File: config.mk
export PLATFORM = sky130hd
export DESIGN_NAME = cpu_exec_ctrl_flat
export DESIGN_NICKNAME = d
export VERILOG_FILES = /design/src/rtl/cpu_exec_ctrl_pkg.sv /design/src/rtl/cpu_exec_ctrl_if.sv /design/src/rtl/cpu_exec_ctrl_pulse_timer.sv /design/src/rtl/cpu_exec_ctrl.sv /design/src/flat_wrapper.sv
export SDC_FILE = /design/constraint.sdc
export NUM_CORES = 1
export LEC_CHECK = 0
export CELL_PAD_IN_SITES_DETAIL_PLACEMENT = 0
export CELL_PAD_IN_SITES_GLOBAL_PLACEMENT = 1
export CORE_MARGIN = 2
export CORE_UTILIZATION = 40
export CTS_CLUSTER_DIAMETER = 30
export DETAILED_ROUTE_END_ITERATION = 8
export PLACE_DENSITY = 0.86
export SYNTH_ARGS = -nofsm -noshare
export SYNTH_HDL_FRONTEND = slang
export SYNTH_SLANG_ARGS = --single-unit
File: constraint.sdc
create_clock -name clk -period 4.5 [get_ports clk]
set_input_delay 1.35 -clock clk [delete_from_list [all_inputs] [get_ports clk]]
set_output_delay 1.35 -clock clk [all_outputs]
set_load 0.1 [all_outputs]
File: src/rtl/cpu_exec_ctrl_pkg.sv
// cpu_exec_ctrl_pkg: command, halt-reason and state encodings shared by the execution sequencer
package cpu_exec_ctrl_pkg;
  typedef enum logic [2:0] {
    OP_NOP, OP_RESET, OP_STEP, OP_RUN, OP_HALT, OP_SET_BP, OP_CLR_BP, OP_RSVD
  } cmd_op_e;
  typedef enum logic [1:0] {HR_RESET, HR_STEP_DONE, HR_BREAKPOINT, HR_HOST} halt_reason_e;
  typedef enum logic [1:0] {ST_RST_HOLD, ST_HALTED, ST_PULSE_HI, ST_PULSE_LO} state_e;
endpackage

File: src/rtl/cpu_exec_ctrl_if.sv
// cpu_exec_ctrl_if: host command channel into the execution sequencer
// cmd_valid/cmd_op/cmd_arg: one-cycle command from the host; cmd_ready: always 1;
// cmd_err: one-cycle strobe when a command is rejected
interface cpu_exec_ctrl_if;
  logic        cmd_valid;
  logic [2:0]  cmd_op;
  logic [31:0] cmd_arg;
  logic        cmd_ready;
  logic        cmd_err;
  modport master (output cmd_valid, cmd_op, cmd_arg, input cmd_ready, cmd_err);
  modport slave (input cmd_valid, cmd_op, cmd_arg, output cmd_ready, cmd_err);
endinterface

File: src/rtl/cpu_exec_ctrl_pulse_timer.sv
// cpu_exec_ctrl_pulse_timer: loadable down-counter that stops at zero and flags terminal count
// clk/reset: clock, async active-high reset (loads RST_VAL); load/load_val: reload; tc: count is zero
module cpu_exec_ctrl_pulse_timer #(
  parameter int TW = 3,
  parameter logic [TW-1:0] RST_VAL = '0
) (
  input  logic          clk,
  input  logic          reset,
  input  logic          load,
  input  logic [TW-1:0] load_val,
  output logic          tc
);
  logic [TW-1:0] cnt;
  always_ff @(posedge clk or posedge reset)
    if (reset) cnt <= RST_VAL;
    else if (load) cnt <= load_val;
    else if (cnt != '0) cnt <= cnt - TW'(1);
  assign tc = cnt == '0;
endmodule

File: src/rtl/cpu_exec_ctrl.sv
// cpu_exec_ctrl: turns host commands into a shaped cpu_run pulse train and cpu_reset level
// clk/reset: clock, async active-high reset; bus: host command channel; pc: core program counter
// cpu_run/cpu_reset: core clock pulse and reset; halted/halt_reason/done_pulse: stop status
// instr_count: saturating count of instructions retired since the last RESET
module cpu_exec_ctrl
  import cpu_exec_ctrl_pkg::*;
#(
  parameter int PULSE_W = 2,
  parameter int RESET_CYCLES = 4,
  parameter int CNT_W = 32
) (
  input  logic             clk,
  input  logic             reset,
  cpu_exec_ctrl_if.slave   bus,
  input  logic [31:0]      pc,
  output logic             cpu_run,
  output logic             cpu_reset,
  output logic             halted,
  output logic [1:0]       halt_reason,
  output logic [CNT_W-1:0] instr_count,
  output logic             done_pulse
);
  localparam int TW = $clog2((PULSE_W > RESET_CYCLES ? PULSE_W : RESET_CYCLES) + 1);
  state_e state, state_n;
  halt_reason_e reason, reason_n;
  logic [CNT_W-1:0] rem, rem_n, ic_n, arg_cnt;
  logic [31:0] bp_addr, bp_addr_n;
  logic step_mode, step_n, first, first_n, halt_pend, hp_n, bp_en, bp_en_n, done_n, err_n;
  logic tc, load, cv, rst_cmd, halt_cmd, go, halt_now, last_step, bp_hit, stop;
  cmd_op_e op;
  assign op = cmd_op_e'(bus.cmd_op);
  assign cv = bus.cmd_valid;
  assign arg_cnt = bus.cmd_arg[CNT_W-1:0];
  assign rst_cmd = cv && op == OP_RESET;
  assign halt_cmd = cv && op == OP_HALT;
  assign go = cv && ((op == OP_STEP && arg_cnt != '0) || op == OP_RUN);
  assign halt_now = halt_pend | halt_cmd;
  assign last_step = step_mode && rem == CNT_W'(1);
  assign bp_hit = bp_en && pc == bp_addr && !first;
  assign stop = halt_now || last_step || bp_hit;
  assign err_n = cv && (op == OP_RSVD || ((op == OP_STEP || op == OP_RUN) &&
                 (state != ST_HALTED || (op == OP_STEP && arg_cnt == '0))));
  assign bus.cmd_ready = 1'b1;
  // Outputs decode straight from the state register so async reset clears cpu_run at once
  assign cpu_run = state == ST_PULSE_HI;
  assign cpu_reset = state == ST_RST_HOLD;
  assign halted = state == ST_HALTED;
  assign halt_reason = reason;
  // Every state change reloads the timer; a RESET during the hold restarts it
  assign load = state_n != state || rst_cmd;
  cpu_exec_ctrl_pulse_timer #(.TW(TW), .RST_VAL(TW'(RESET_CYCLES - 1))) u_timer (
    .clk(clk),
    .reset(reset),
    .load(load),
    .load_val(state_n == ST_RST_HOLD ? TW'(RESET_CYCLES - 1) : TW'(PULSE_W - 1)),
    .tc(tc)
  );
  always_comb begin
    state_n = state;
    rem_n = rem;
    step_n = step_mode;
    first_n = first;
    hp_n = halt_pend;
    bp_en_n = bp_en;
    bp_addr_n = bp_addr;
    ic_n = instr_count;
    reason_n = reason;
    done_n = 1'b0;
    if (cv && op == OP_SET_BP) begin
      bp_en_n = 1'b1;
      bp_addr_n = bus.cmd_arg;
    end
    if (cv && op == OP_CLR_BP) bp_en_n = 1'b0;
    if (rst_cmd) begin
      state_n = ST_RST_HOLD;
      ic_n = '0;
      hp_n = 1'b0;
    end else begin
      case (state)
        ST_RST_HOLD: if (tc) begin
          state_n = ST_HALTED;
          reason_n = HR_RESET;
          done_n = 1'b1;
          hp_n = 1'b0;
        end
        ST_HALTED: if (go) begin
          state_n = ST_PULSE_HI;
          step_n = op == OP_STEP;
          rem_n = arg_cnt;
          first_n = 1'b1;
        end
        ST_PULSE_HI: begin
          hp_n = halt_now;
          if (tc) begin
            state_n = ST_PULSE_LO;
            first_n = 1'b0;
          end
        end
        default: begin
          hp_n = halt_now;
          if (tc) begin
            ic_n = instr_count + CNT_W'(instr_count != '1);
            rem_n = step_mode ? rem - CNT_W'(1) : rem;
            state_n = stop ? ST_HALTED : ST_PULSE_HI;
            reason_n = halt_now ? HR_HOST : last_step ? HR_STEP_DONE : bp_hit ? HR_BREAKPOINT : reason;
            done_n = stop;
            hp_n = 1'b0;
          end
        end
      endcase
    end
  end
  always_ff @(posedge clk or posedge reset)
    if (reset) state <= ST_RST_HOLD;
    else state <= state_n;
  always_ff @(posedge clk or posedge reset)
    if (reset) begin
      reason <= HR_RESET;
      rem <= '0;
      step_mode <= 1'b0;
      first <= 1'b0;
      halt_pend <= 1'b0;
      bp_en <= 1'b0;
      bp_addr <= '0;
      instr_count <= '0;
      done_pulse <= 1'b0;
      bus.cmd_err <= 1'b0;
    end else begin
      reason <= reason_n;
      rem <= rem_n;
      step_mode <= step_n;
      first <= first_n;
      halt_pend <= hp_n;
      bp_en <= bp_en_n;
      bp_addr <= bp_addr_n;
      instr_count <= ic_n;
      done_pulse <= done_n;
      bus.cmd_err <= err_n;
    end
endmodule
File: src/flat_wrapper.sv
// flat-port wrapper written by rule: the top's interface ports become plain ports
module cpu_exec_ctrl_flat import cpu_exec_ctrl_pkg::*;
#(
  parameter int PULSE_W = 2,
  parameter int RESET_CYCLES = 4,
  parameter int CNT_W = 32
)
  (clk, reset, pc, cpu_run, cpu_reset, halted, halt_reason, instr_count, done_pulse, bus_cmd_valid, bus_cmd_op, bus_cmd_arg, bus_cmd_ready, bus_cmd_err);
  cpu_exec_ctrl_if bus_i ();
  input  logic clk;
  input  logic reset;
  input  logic [31:0] pc;
  output logic cpu_run;
  output logic cpu_reset;
  output logic halted;
  output logic [1:0] halt_reason;
  output logic [CNT_W-1:0] instr_count;
  output logic done_pulse;
  input wire logic [$bits(bus_i.cmd_valid)-1:0] bus_cmd_valid;
  input wire logic [$bits(bus_i.cmd_op)-1:0] bus_cmd_op;
  input wire logic [$bits(bus_i.cmd_arg)-1:0] bus_cmd_arg;
  output wire logic [$bits(bus_i.cmd_ready)-1:0] bus_cmd_ready;
  output wire logic [$bits(bus_i.cmd_err)-1:0] bus_cmd_err;
  assign bus_i.cmd_valid = bus_cmd_valid;
  assign bus_i.cmd_op = bus_cmd_op;
  assign bus_i.cmd_arg = bus_cmd_arg;
  assign bus_cmd_ready = bus_i.cmd_ready;
  assign bus_cmd_err = bus_i.cmd_err;
  cpu_exec_ctrl #(.PULSE_W(PULSE_W), .RESET_CYCLES(RESET_CYCLES), .CNT_W(CNT_W)) u_core (.clk(clk), .reset(reset), .bus(bus_i), .pc(pc), .cpu_run(cpu_run), .cpu_reset(cpu_reset), .halted(halted), .halt_reason(halt_reason), .instr_count(instr_count), .done_pulse(done_pulse));
endmodule
[Word-level counts from Yosys, hierarchy flattened]
Cells that the tools add are included.
Word-level totals
  flip-flop bits (word level): 109
  logic and storage cells: 115
Cells by class
  eq/ne operators: 19
  $add $sub $neg: 3
  multiplexer cells: 35
  bitwise operators: 4
  reductions and logical operators: 42
Operators with widths (count)
  $mux W32: 6
  $pmux W32 S2: 1
  $add A32 B1 Y32: 1
  $eq A32 B1 Y1 const B: 1
  $eq A32 B32 Y1: 1
  $logic_not A32 Y1: 1
  $ne A32 B32 Y1 const B: 1
  $reduce_bool A32 Y1: 1
  $sub A32 B1 Y32 const B: 1
  $mux W2: 12
  $eq A3 B3 Y1 const B: 4
  $logic_and A1 B1 Y1: 12
  $reduce_bool A2 Y1: 6
  $ne A2 B1 Y1 const B: 5
  $mux W1: 9
  $reduce_and A4 Y1: 2
  $logic_or A1 B1 Y1: 7
  $eq A3 B2 Y1 const B: 2
  $mux W3: 2
  $pmux W2 S3: 1
  $reduce_and A5 Y1: 1
  $logic_not A2 Y1: 2
  $pmux W1 S2: 2
  $pmux W2 S2: 1
  other kinds (17): 21

[Depth between registers and ports, before layout]
Gate-level depths: netlist of the first run.
  depth in word-level cells: 12
  gate-level depth with buffers: 13
  mapped depth without buffers: 12

[Cells and area by module]
From an unflattened synthesis of the first run, not the netlist that was laid out.
Second synthesis, totals
  cell total of the unflattened synthesis: 705
  area total of the unflattened synthesis: 6531.3 um2
Modules (own cells, without submodules)
  cpu_exec_ctrl: seq. area each 2652.5 um2, times used 1, area an instance 6323.6 um2, cells an instance 683
  cpu_exec_ctrl_pulse_timer: seq. area each 77.6 um2, times used 1, area an instance 207.7 um2, cells an instance 22

[Worst setup path before layout of the first run]
No wires, ideal clock.
  path kind: register to register
  start point: register u_core.instr_count[13]
  end point: register u_core.instr_count[26]
  path slack: 916 ps
  arrival time: 3452 ps
  clock period less this slack: 3584 ps
  library setup time: 132 ps
  cell stages (with the launch flop): 14
  cell sequence: dfrtp_1 and4_1 nand4_1 or2_2 or4_1 ha_1 ha_1 nand2_1 or3_1 buf_6 nor2_8 nand3_1 xor2_1 nor2_1
Between the ends
  cells in the longest elaborated chain, start to end: 5
RTL lines
  from (decl): line cpu_exec_ctrl.sv:20  | output logic [CNT_W-1:0] instr_count,
  from (signal assigned): line cpu_exec_ctrl.sv:136  | instr_count <= ic_n;
  $ne A32 B32 Y1: line cpu_exec_ctrl.sv:102  | ic_n = instr_count + CNT_W'(instr_count != '1);
  $add A32 B1 Y32 (*): line cpu_exec_ctrl.sv:102
  $mux W32 (*): line cpu_exec_ctrl.sv:101  | if (tc) begin
  $mux W32 (*): line cpu_exec_ctrl.sv:79  | case (state)
  $mux W32 (*): line cpu_exec_ctrl.sv:74  | if (rst_cmd) begin
Mark *: on every way between the ends. The rest lies on a longest branch, timed or not. The select of a mux whose other input is x is not followed.
A chain may end at the register's enable or synchronous reset.

[Final worst setup path of the first run]
  start point: input bus_cmd_arg[23]
  end point: register u_core.rem[14]
Between the ends
  cells in the longest elaborated chain, start to end: 6
RTL lines
  from (decl): line flat_wrapper.sv:21  | input wire logic [$bits(bus_i.cmd_arg)-1:0] bus_cmd_arg;
  $reduce_bool A32 Y1: line cpu_exec_ctrl.sv:36  | assign go = cv && ((op == OP_STEP && arg_cnt != '0) || op == OP_RUN);
  $logic_and A1 B1 Y1: line cpu_exec_ctrl.sv:36
  $logic_or A1 B1 Y1: line cpu_exec_ctrl.sv:36
  $logic_and A1 B1 Y1: line cpu_exec_ctrl.sv:36
  $ne A2 B1 Y1 (no line)
  $reduce_and A5 Y1 (no line)
  to (signal assigned): line cpu_exec_ctrl.sv:130  | rem <= rem_n;
  to (decl): line cpu_exec_ctrl.sv:26  | logic [CNT_W-1:0] rem, rem_n, ic_n, arg_cnt;
No other way between the ends.

==> impl_metrics.json, run 1 <==
{
  "min_period_ns": 4.14,
  "wire_per_inst_um": 18.6,
  "final_common_cell": "dfrtp_1",
  "design_area_um2": 7750,
  "maxCapViolations": 0,
  "ys_seq_area_share_pct": 44.3,
  "synthArstFlopShare_pct": 100,
  "synth_top_area_cell": "dfrtp_1",
  "worstPathRequired_ns": 4.72,
  "grt_overflow": 0,
  "skew_ns": 0.00869,
  "clkSinkCount": 109,
  "synth_compound_area_share_pct": 14.8,
  "startpoint_type": "primary input",
  "synthXorXnorAreaFrac_pct": 7.68,
  "yosys.area.top_type_share_pct": 43.5,
  "p_leak_nw": 3.10,
  "antenna_found_initial": 0,
  "crit_family": "simple AND/OR/NAND/NOR gates",
  "clk_pin_slew_ns": 0.08,
  "place_area_um2": 7470,
  "synth-simple-area-share_pct": 20.7,
  "root_buffer": "clkbuf_16",
  "worstSetupPathType": "in -> reg",
  "dp_slack_ns": 0.0481,
  "syn_inst": 656,
  "drive_gt1_share_pct": 10.5,
  "chipWidth_um": 128,
  "rows": 45,
  "dr_total_vias": 5459,
  "clock_latency_ns": 0.36,
  "crit_buf_inv": 1,
  "port_buffers": 108,
  "cts_resized": 0,
  "nets": 839,
  "syn_area_per_cell_um2": 9.39,
  "maxSlewViolCount": 0,
  "max_slew_margin_pct": 18.8,
  "synth_edf_count": 0,
  "worst_pin_slew_ns": 1.22,
  "cp-end-kind": "register",
  "grt.total_usage_pct": 22.0,
  "wl_mm": 17.6,
  "drc": 0,
  "die-area_um2": 16400,
  "setup_viol": 0,
  "ys.flop_type": "dfrtp_1",
  "drtIter0Drc": 594,
  "timing.fmax_ghz": 0.241,
  "status": "completed",
  "ios": 110,
  "timing.final.ws_setup_ns": 0.356,
  "grt_max_degree": 71,
  "netlist_area_um2": 6160,
  "hold_class": "reg -> reg",
  "rsz0062_at_grt": "false",
  "synth_cell_type_count": 62,
  "cts_hold_buf": 0,
  "synthToLayoutAreaGrowth_pct": 25.9,
  "cp.arrival_ns": 4.37,
  "grt_pass1_wl_mm": 28.0,
  "fin_crit_sh_pct": 92.1,
  "nFillCells": 1366,
  "ir_worst_vdd_mv": 0.202,
  "cts_tree": "built",
  "cp_cell_sequence": "clkdlybuf4s50_1, nor4_1, nand4_1, or3_1, nand3_1, a2111o_1, nor2_1, a22oi_1, o21ai_0",
  "cp_slowest_stage_delay_ns": 0.62,
  "setup_tns_ns": 0,
  "ant_nets": 0,
  "power_density_nw_per_um2": 426,
  "mostFrequentLayoutCells": "107 x dfrtp_1, 105 x clkdlybuf4s50_1, 56 x o21ai_0, 55 x nor2_1, 52 x a21oi_1",
  "initial_utilization_pct": 40.7,
  "synth_top_family_by_area": "simple AND/OR/NAND/NOR gates",
  "synthTopCellsByArea": "dfrtp_1 43%, xor2_1 6.1%, mux2_2 5.8%",
  "place_congestion": 0.909,
  "cts_max_level": 3,
  "coreArea_um2": 15100,
  "via_per_inst": 5.75,
  "synth_mux_area_share_pct": 6.34,
  "dr.pass1.iters": 7,
  "die_h_um": 128,
  "crit_fanout": 9,
  "dpl.hpwl_mm": 12.9,
  "finalHoldViolCount": 0,
  "cp_slowest_cell": "nor4_1",
  "antennaDiodeCount": 0,
  "cts_made_buffers": 9,
  "syn_nets": 738,
  "yosys_warnings": 0,
  "synth_seq_cells": 109,
  "fin_total_pwr_w": 0.00330,
  "cts_setup_buffers": 0,
  "cts.path.max_buffers": 2,
  "first_global_vias": 5165,
  "synth_fa_ha_area_share_pct": 2.44
}
## state kept, by name, summed over array words and instances (netlist names)
register,flops
u_core.bp_addr,32
u_core.instr_count,32
u_core.rem,32
u_core.u_timer.cnt,3
u_core.halt_reason,2
u_core.state,2
u_core.bp_en,1
u_core.bus.cmd_err,1
u_core.done_pulse,1
u_core.first,1
u_core.halt_pend,1
u_core.step_mode,1
## cells by family after synthesis
kind of cell / count (synthesis)
buffers and inverters: 51
other: 1
flip-flops: 109
AO/OA/AOI/OAI: 153
multiplexers: 35
AND/OR/NAND/NOR: 241
adder cells (fa/ha/maj): 12
XOR/XNOR: 54
## stage by stage
step | hold WS (ns) | std cells | utilization (%)
4_1_cts | 0.517 | 950 | 51.2
3_3_place_gp | 0.490 | 934 | 49.3
6_report | 0.521 | 950 | 51.2
5_1_grt | 0.544 | 950 | 51.2
2_1_floorplan | 0.456 | 656 | -
3_5_place_dp | 0.496 | 934 | 49.3
## path summary, 6_finish.rpt
kind                                       from                  to  slack, ns  cells past startpoint
max in group asynchronous                 reset   u_core.bp_addr[7]       2.25                      3
worst max register to register  u_core.state[1]       u_core.rem[3]       0.99                      7
worst min register to register   u_core.rem[31]      u_core.rem[31]       0.52                      2
min in group asynchronous                 reset  u_core.bp_addr[23]       1.49                      2
worst max-delay path            bus_cmd_arg[23]      u_core.rem[14]       0.36                      9
worst min-delay path             u_core.rem[31]      u_core.rem[31]       0.52                      2
## Yosys cell counts, types with 4 or more instances
master,number
nand4_1,12
clkbuf_1,19
a22oi_1,15
and3_1,7
o21ai_0,56
nor3_1,34
a31oi_1,4
o22ai_1,8
and2_1,4
nor4_1,20
dfrtp_1,107
mux2_2,32
nand2_1,39
xor2_1,43
nor2_1,55
or3_1,22
nand3_1,20
buf_2,5
inv_1,18
a21oi_1,52
buf_1,4
ha_1,12
xnor2_1,11
## per-layer routing
metal	vias up	GRT usage [%]	part of all wire (%)
met5	-	0	0
met4	0	5.95	1.3
met3	18	4.63	6.8
met2	191	33.9	46
met1	2674	31.5	46
li1	2576	-	-
## report_power, final
part	internal (W)	switching [W]	total [W]
clock	0.000389	0.000407	0.000796
sequential	0.00114	0.000151	0.00129
combinational	0.000444	0.000776	0.00122
total	0.00197	0.00133	0.00330
## worst reg2reg max path, cell delays in order, from the launching register on
cell and delay (ns):
dfrtp_1 0.50, inv_1 0.15, ha_2 0.19, buf_4 0.54, nand3_1 0.37, a2111oi_4 1.12
o21ai_0 0.24, a22o_1 0.29
## layout make-up
cell class,count,area [µm²],share of cell area (%)
multi-input cells,496,3220,41.5
flip-flops and latches,109,2730,35.2
repair buffers,123,1210,15.6
clock buffers,9,225,2.90
clock inverters,7,62.6,0.807
well taps,188,235,3.03
inverters,18,70.1,0.904
Power figures use the tool's default switching activity.
==> run 2, diff against run 1 <==
--- a/config.mk
+++ b/config.mk
@@ -11,7 +11,8 @@
 export CORE_UTILIZATION = 40
 export CTS_CLUSTER_DIAMETER = 30
 export DETAILED_ROUTE_END_ITERATION = 8
-export PLACE_DENSITY = 0.86
+export DONT_BUFFER_PORTS = 1
+export PLACE_DENSITY = 0.74
 export SYNTH_ARGS = -nofsm -noshare
 export SYNTH_HDL_FRONTEND = slang
 export SYNTH_SLANG_ARGS = --single-unit
==> run 2 against run 1 <==
Global-route usage is 1.1 points lower. Final area is 12% lower. Non-clock buffer count is 84 lower. Clock power is 2.9% higher. Power is 3.1% lower. Wire length is 5.3% lower. Core utilization is 5.9 points lower. Highest routed layer unchanged.
==> impl_metrics.json, run 2 (same netlist as run 1, synthesis figures left out) <==
{
  "synthToLayoutAreaGrowth_pct": 11.3,
  "startpoint_type": "primary input",
  "nets": 755,
  "dr_total_vias": 5049,
  "maxCapViolations": 0,
  "via_per_inst": 5.83,
  "cp-end-kind": "register",
  "crit_fanout": 6,
  "rows": 45,
  "r2r-start": "u_core.instr_count[13]",
  "cts_made_buffers": 9,
  "cp.arrival_ns": 3.77,
  "final_common_cell": "dfrtp_1",
  "place_area_um2": 6560,
  "dr.pass1.iters": 6,
  "cts_tree": "built",
  "setup_tns_ns": 0,
  "cts_hold_buf": 0,
  "ir_worst_vdd_mv": 0.183,
  "worstPathRequired_ns": 4.78,
  "design_area_um2": 6860,
  "rr_worst_depth": 13,
  "drtIter0Drc": 312,
  "grt.total_usage_pct": 20.9,
  "power_density_nw_per_um2": 467,
  "coreArea_um2": 15100,
  "cts_resized": 0,
  "hp-start": "u_core.rem[19]",
  "timing.fmax_ghz": 0.287,
  "grt_overflow": 0,
  "port_buffers": 0,
  "status": "completed",
  "antenna_found_initial": 0,
  "finalHoldViolCount": 0,
  "first_global_vias": 4956,
  "fin_total_pwr_w": 0.00320,
  "cp_slowest_cell": "nor3_1",
  "final_util_pct": 45.3,
  "ant_nets": 0,
  "p_leak_nw": 2.83,
  "max_slew_margin_pct": 30.7,
  "min_period_ns": 3.49,
  "wl_mm": 16.7,
  "initial_utilization_pct": 40.7,
  "holdPathStages": 1,
  "whs_endpoint": "u_core.rem[19]",
  "final_cells": 866,
  "drc": 0,
  "die_h_um": 128,
  "cp_cell_sequence": "xor2_1, nor4_1, nand4b_1, nor3_1, o211ai_2, o21ai_0, a21oi_1, a311o_1",
  "cp_slowest_stage_delay_ns": 0.67,
  "worst_pin_slew_ns": 1.04,
  "setup_viol": 0,
  "ios": 110,
  "dpl.hpwl_mm": 12.2,
  "dp_cells": 850,
  "crit_family": "simple AND/OR/NAND/NOR gates",
  "root_buffer": "clkbuf_16",
  "rsz0062_at_grt": "false",
  "drive_gt1_share_pct": 14.7,
  "crit_buf_inv": 0,
  "worstSetupPathType": "in -> reg",
  "reg_top3": "u_core.bp_addr: 32 flops, u_core.instr_count: 32 flops, u_core.rem: 32 flops",
  "place_congestion": 0.904,
  "cts_max_level": 3,
  "hold_class": "reg -> reg",
  "fin_crit_sh_pct": 77.5,
  "wire_per_inst_um": 19.3,
  "antennaDiodeCount": 0,
  "grt_max_degree": 78,
  "chipWidth_um": 128,
  "skew_ns": 0.0104,
  "die-area_um2": 16400,
  "clk_pin_slew_ns": 0.08,
  "r2r_slack_ns": 1.04,
  "cts.path.max_buffers": 2,
  "clock_latency_ns": 0.36,
  "grt_pass1_wl_mm": 26.8,
  "clkSinkCount": 109,
  "reg2reg_to": "u_core.instr_count[22]",
  "cts_setup_buffers": 0,
  "mostFrequentLayoutCells": "107 x dfrtp_1, 56 x o21ai_0, 55 x nor2_1, 52 x a21oi_1, 43 x xor2_1",
  "maxSlewViolCount": 0
}
## run 2: cell types whose count changed in the layout (fill, tap and decap cells not counted), sizes merged
cell,before,now
clkbuf,9,10
bufinv,0,1
inv,23,20
clkdlybuf4s50,105,0
buf,18,39
clkinv,1,3
clkinvlp,1,0
## run 2: worst max-delay path by stage
stage	from	end	depth (start not counted)
after global placement	pc[20]	u_core.u_timer.cnt[1]	8
after global routing	u_core.instr_count[14]	u_core.instr_count[28]	13
after detailed placement	bus_cmd_arg[22]	u_core.rem[14]	9
after CTS	u_core.instr_count[13]	u_core.instr_count[22]	13
after floorplan	reset	u_core.bp_addr[0]	1
final	pc[20]	u_core.u_timer.cnt[1]	8
## run 2: final cells by class
cell class,instances,area (µm²)
fill,1444,8290
multi-input combinational,496,3230
sequential,109,2730
timing repair buffer,39,293
tap,188,235
clock buffer,10,229
clock inverter,6,70.1
inverter,18,70.1
## run 2: power by group
group | total, W | switching [W] | internal, W
combinational | 0.00104 | 0.000674 | 0.000366
clock | 0.000819 | 0.000381 | 0.000438
sequential | 0.00135 | 0.000209 | 0.00114
## run 2: metrics by stage
step           hold WS, ns  setup slack, ns
2_1_floorplan        0.456            0.279
3_3_place_gp         0.485            0.731
3_5_place_dp         0.493            0.689
4_1_cts              0.516             1.02
5_1_grt              0.528            0.789
6_report             0.513             1.01
## run 2: worst register-to-register path: stages (launching register included)
cell,delay (ns)
dfrtp_1,0.32
buf_4,0.30
and4_1,0.31
nand4_1,0.15
or2_2,0.40
or4_1,0.53
ha_1,0.23
ha_1,0.22
nand2_1,0.09
or3_1,0.36
nor2_8,0.10
nand3_1,0.11
xor2_1,0.17
nor2_1,0.05
## run 2: metal layers
metal | vias up | track usage, % | part of all wire, %
met4 | 0 | 6.14 | 1.4
met5 | - | 0 | 0
met1 | 2498 | 29.1 | 45
li1 | 2393 | - | -
met2 | 142 | 32.4 | 47
met3 | 16 | 5.38 | 6.5
==> run 3, diff against run 2 <==
--- a/config.mk
+++ b/config.mk
@@ -12,7 +12,7 @@
 export CTS_CLUSTER_DIAMETER = 30
 export DETAILED_ROUTE_END_ITERATION = 8
 export DONT_BUFFER_PORTS = 1
-export PLACE_DENSITY = 0.74
+export PLACE_DENSITY = 0.76
 export SYNTH_ARGS = -nofsm -noshare
 export SYNTH_HDL_FRONTEND = slang
 export SYNTH_SLANG_ARGS = --single-unit
==> constraint.sdc (replaced) <==
create_clock -name clk -period 3.1 [get_ports clk]
set_input_delay 0.93 -clock clk [delete_from_list [all_inputs] [get_ports clk]]
set_output_delay 0.93 -clock clk [all_outputs]
set_load 0.1 [all_outputs]
==> run 3 against run 2 <==
Combinational power up 51%. Setup slack lost 0.75 ns. Final cell count increased by 2.7%. Via count grew 1.2%. Register-to-register slack got worse by 0.78 ns. First-iteration DRC count is 3.8% lower. Count of clock-buffer cells in the layout rose by 3. Core utilization is 1.5 points higher. Largest cell class unchanged. Final area up 3.2%. Power rose by 45%. Non-clock buffer count increased by 23. Sequential power up 46%.
==> impl_metrics.json, run 3 (same netlist as run 1, synthesis figures left out) <==
{
  "synthToLayoutAreaGrowth_pct": 14.9,
  "p_leak_nw": 2.91,
  "crit_fanout": 6,
  "grt_pass1_wl_mm": 27.7,
  "cp-end-kind": "register",
  "setup_viol": 0,
  "min_period_ns": 2.84,
  "cp.arrival_ns": 3.11,
  "max_slew_margin_pct": 39.3,
  "multi_input_area_um2": 3240,
  "via_per_inst": 5.75,
  "grt-busiest-layer": "met2",
  "clk_pin_slew_ns": 0.07,
  "initial_utilization_pct": 40.7,
  "drtIter0Drc": 300,
  "antenna_found_initial": 0,
  "wire_per_inst_um": 19.1,
  "crit_buf_inv": 0,
  "port_buffers": 0,
  "hold_class": "reg -> reg",
  "cts_made_buffers": 9,
  "dr.pass1.iters": 5,
  "fin_total_pwr_w": 0.00464,
  "grt_max_degree": 65,
  "finalHoldViolCount": 0,
  "hp-start": "u_core.rem[19]",
  "drive_gt1_share_pct": 19.7,
  "cts_tree": "built",
  "rows": 45,
  "fin_crit_sh_pct": 91.7,
  "die_h_um": 128,
  "coreArea_um2": 15100,
  "holdWs_ns": 0.511,
  "clock_latency_ns": 0.36,
  "timing.fmax_ghz": 0.352,
  "nFillCells": 1434,
  "cp_cell_sequence": "and4_1, nand4_1, or2_4, or4_1, ha_2, ha_2, nand2_1, or3_1, nor2_8, nand2_1, or3_1, a21oi_1",
  "nets": 778,
  "cts_max_level": 3,
  "crit_family": "simple AND/OR/NAND/NOR gates",
  "cts_resized": 0,
  "rr_worst_depth": 12,
  "holdPathStages": 1,
  "dp_cells": 873,
  "ios": 110,
  "status": "completed",
  "final_common_cell": "dfrtp_1",
  "cp_slowest_stage_delay_ns": 0.43,
  "skew_ns": 0.0108,
  "use_met1_pct": 30.2,
  "final_cells": 889,
  "seq_area_um2": 2750,
  "chipWidth_um": 128,
  "wl_mm": 17.0,
  "root_buffer": "clkbuf_16",
  "cts_hold_buf": 0,
  "r2r_slack_ns": 0.26,
  "grt.total_usage_pct": 21.8,
  "ir_worst_vdd_mv": 0.282,
  "first_global_vias": 5159,
  "mostFrequentLayoutCells": "92 x dfrtp_1, 58 x buf_4, 56 x o21ai_0, 55 x nor2_1, 52 x a21oi_1",
  "grt_overflow": 0,
  "reg2reg_to": "u_core.instr_count[30]",
  "cts_setup_buffers": 0,
  "worstSetupPathType": "reg -> reg",
  "ant_nets": 0,
  "r2r-start": "u_core.instr_count[13]",
  "cp_slowest_cell": "or3_1",
  "whs_endpoint": "u_core.rem[19]",
  "clkSinkCount": 109,
  "dpl.hpwl_mm": 13.0,
  "cts.path.max_buffers": 2,
  "maxSlewViolCount": 0,
  "startpoint_type": "register",
  "antennaDiodeCount": 0,
  "maxCapViolations": 0,
  "power_density_nw_per_um2": 656,
  "setup_tns_ns": 0,
  "rsz0062_at_grt": "false",
  "drc": 0,
  "gr-usage-met3_pct": 5.26,
  "die-area_um2": 16400,
  "dr_total_vias": 5110,
  "reg_top3": "u_core.bp_addr: 32 flops, u_core.instr_count: 32 flops, u_core.rem: 32 flops",
  "worstPathRequired_ns": 3.37,
  "worst_pin_slew_ns": 0.910,
  "place_congestion": 0.923,
  "grt.met2_usage_pct": 32.4
}
run 3: power by group:
group | total, W | leakage (nW) | internal (W) | switching (W)
Combinational | 0.00157 | 1.42 | 0.000581 | 0.000992
Sequential | 0.00197 | 1.36 | 0.00165 | 0.000317
Clock | 0.00110 | 0.130 | 0.000569 | 0.000531
run 3: worst register-to-register path, cell delays in order, from the launching register on:
cell and delay [ns]:
dfrtp_2 0.40, and4_1 0.24, nand4_1 0.14, or2_4 0.19, or4_1 0.12, ha_2 0.19, ha_2 0.19, nand2_1 0.06
or3_1 0.43, nor2_8 0.19, nand2_1 0.09, or3_1 0.35, a21oi_1 0.17
run 3: final cells by class:
cell class	instances	area share, %
Multi-Input combinational cell	496	45.7
Sequential cell	109	38.8
Timing Repair Buffer	62	7.28
Clock buffer	13	3.53
Tap cell	188	3.32
Inverter	18	1.01
Clock inverter	3	0.300
run 3: routing by layer:
layer,share of wire [%],vias up
met4,3.1,0
met2,44,142
met1,46,2494
met5,0,-
met3,6.8,27
li1,-,2447
run 3: per-stage QoR:
stage          cell area [µm²]  utilization (%)  setup slack [ns]
6_report                  7080             46.7             0.258
5_1_grt                   7080             46.7            0.0674
4_1_cts                   7080             46.7             0.233
3_5_place_dp              6810             45.0            0.0511
3_3_place_gp              6810             45.0            0.0439
2_1_floorplan             6190                -            0.0226
run 3: worst max path at each step:
stage,from,endpoint,slack [ns],cells after the start
finish,u_core.instr_count[13],u_core.instr_count[30],0.26,12
global route,u_core.instr_count[13],u_core.instr_count[30],0.07,12
CTS,u_core.instr_count[13],u_core.instr_count[30],0.23,12
detailed placement,bus_cmd_arg[23],u_core.u_timer.cnt[1],0.05,8
global placement,bus_cmd_arg[23],u_core.u_timer.cnt[1],0.04,8
floorplan,u_core.instr_count[25],u_core.instr_count[26],0.02,12
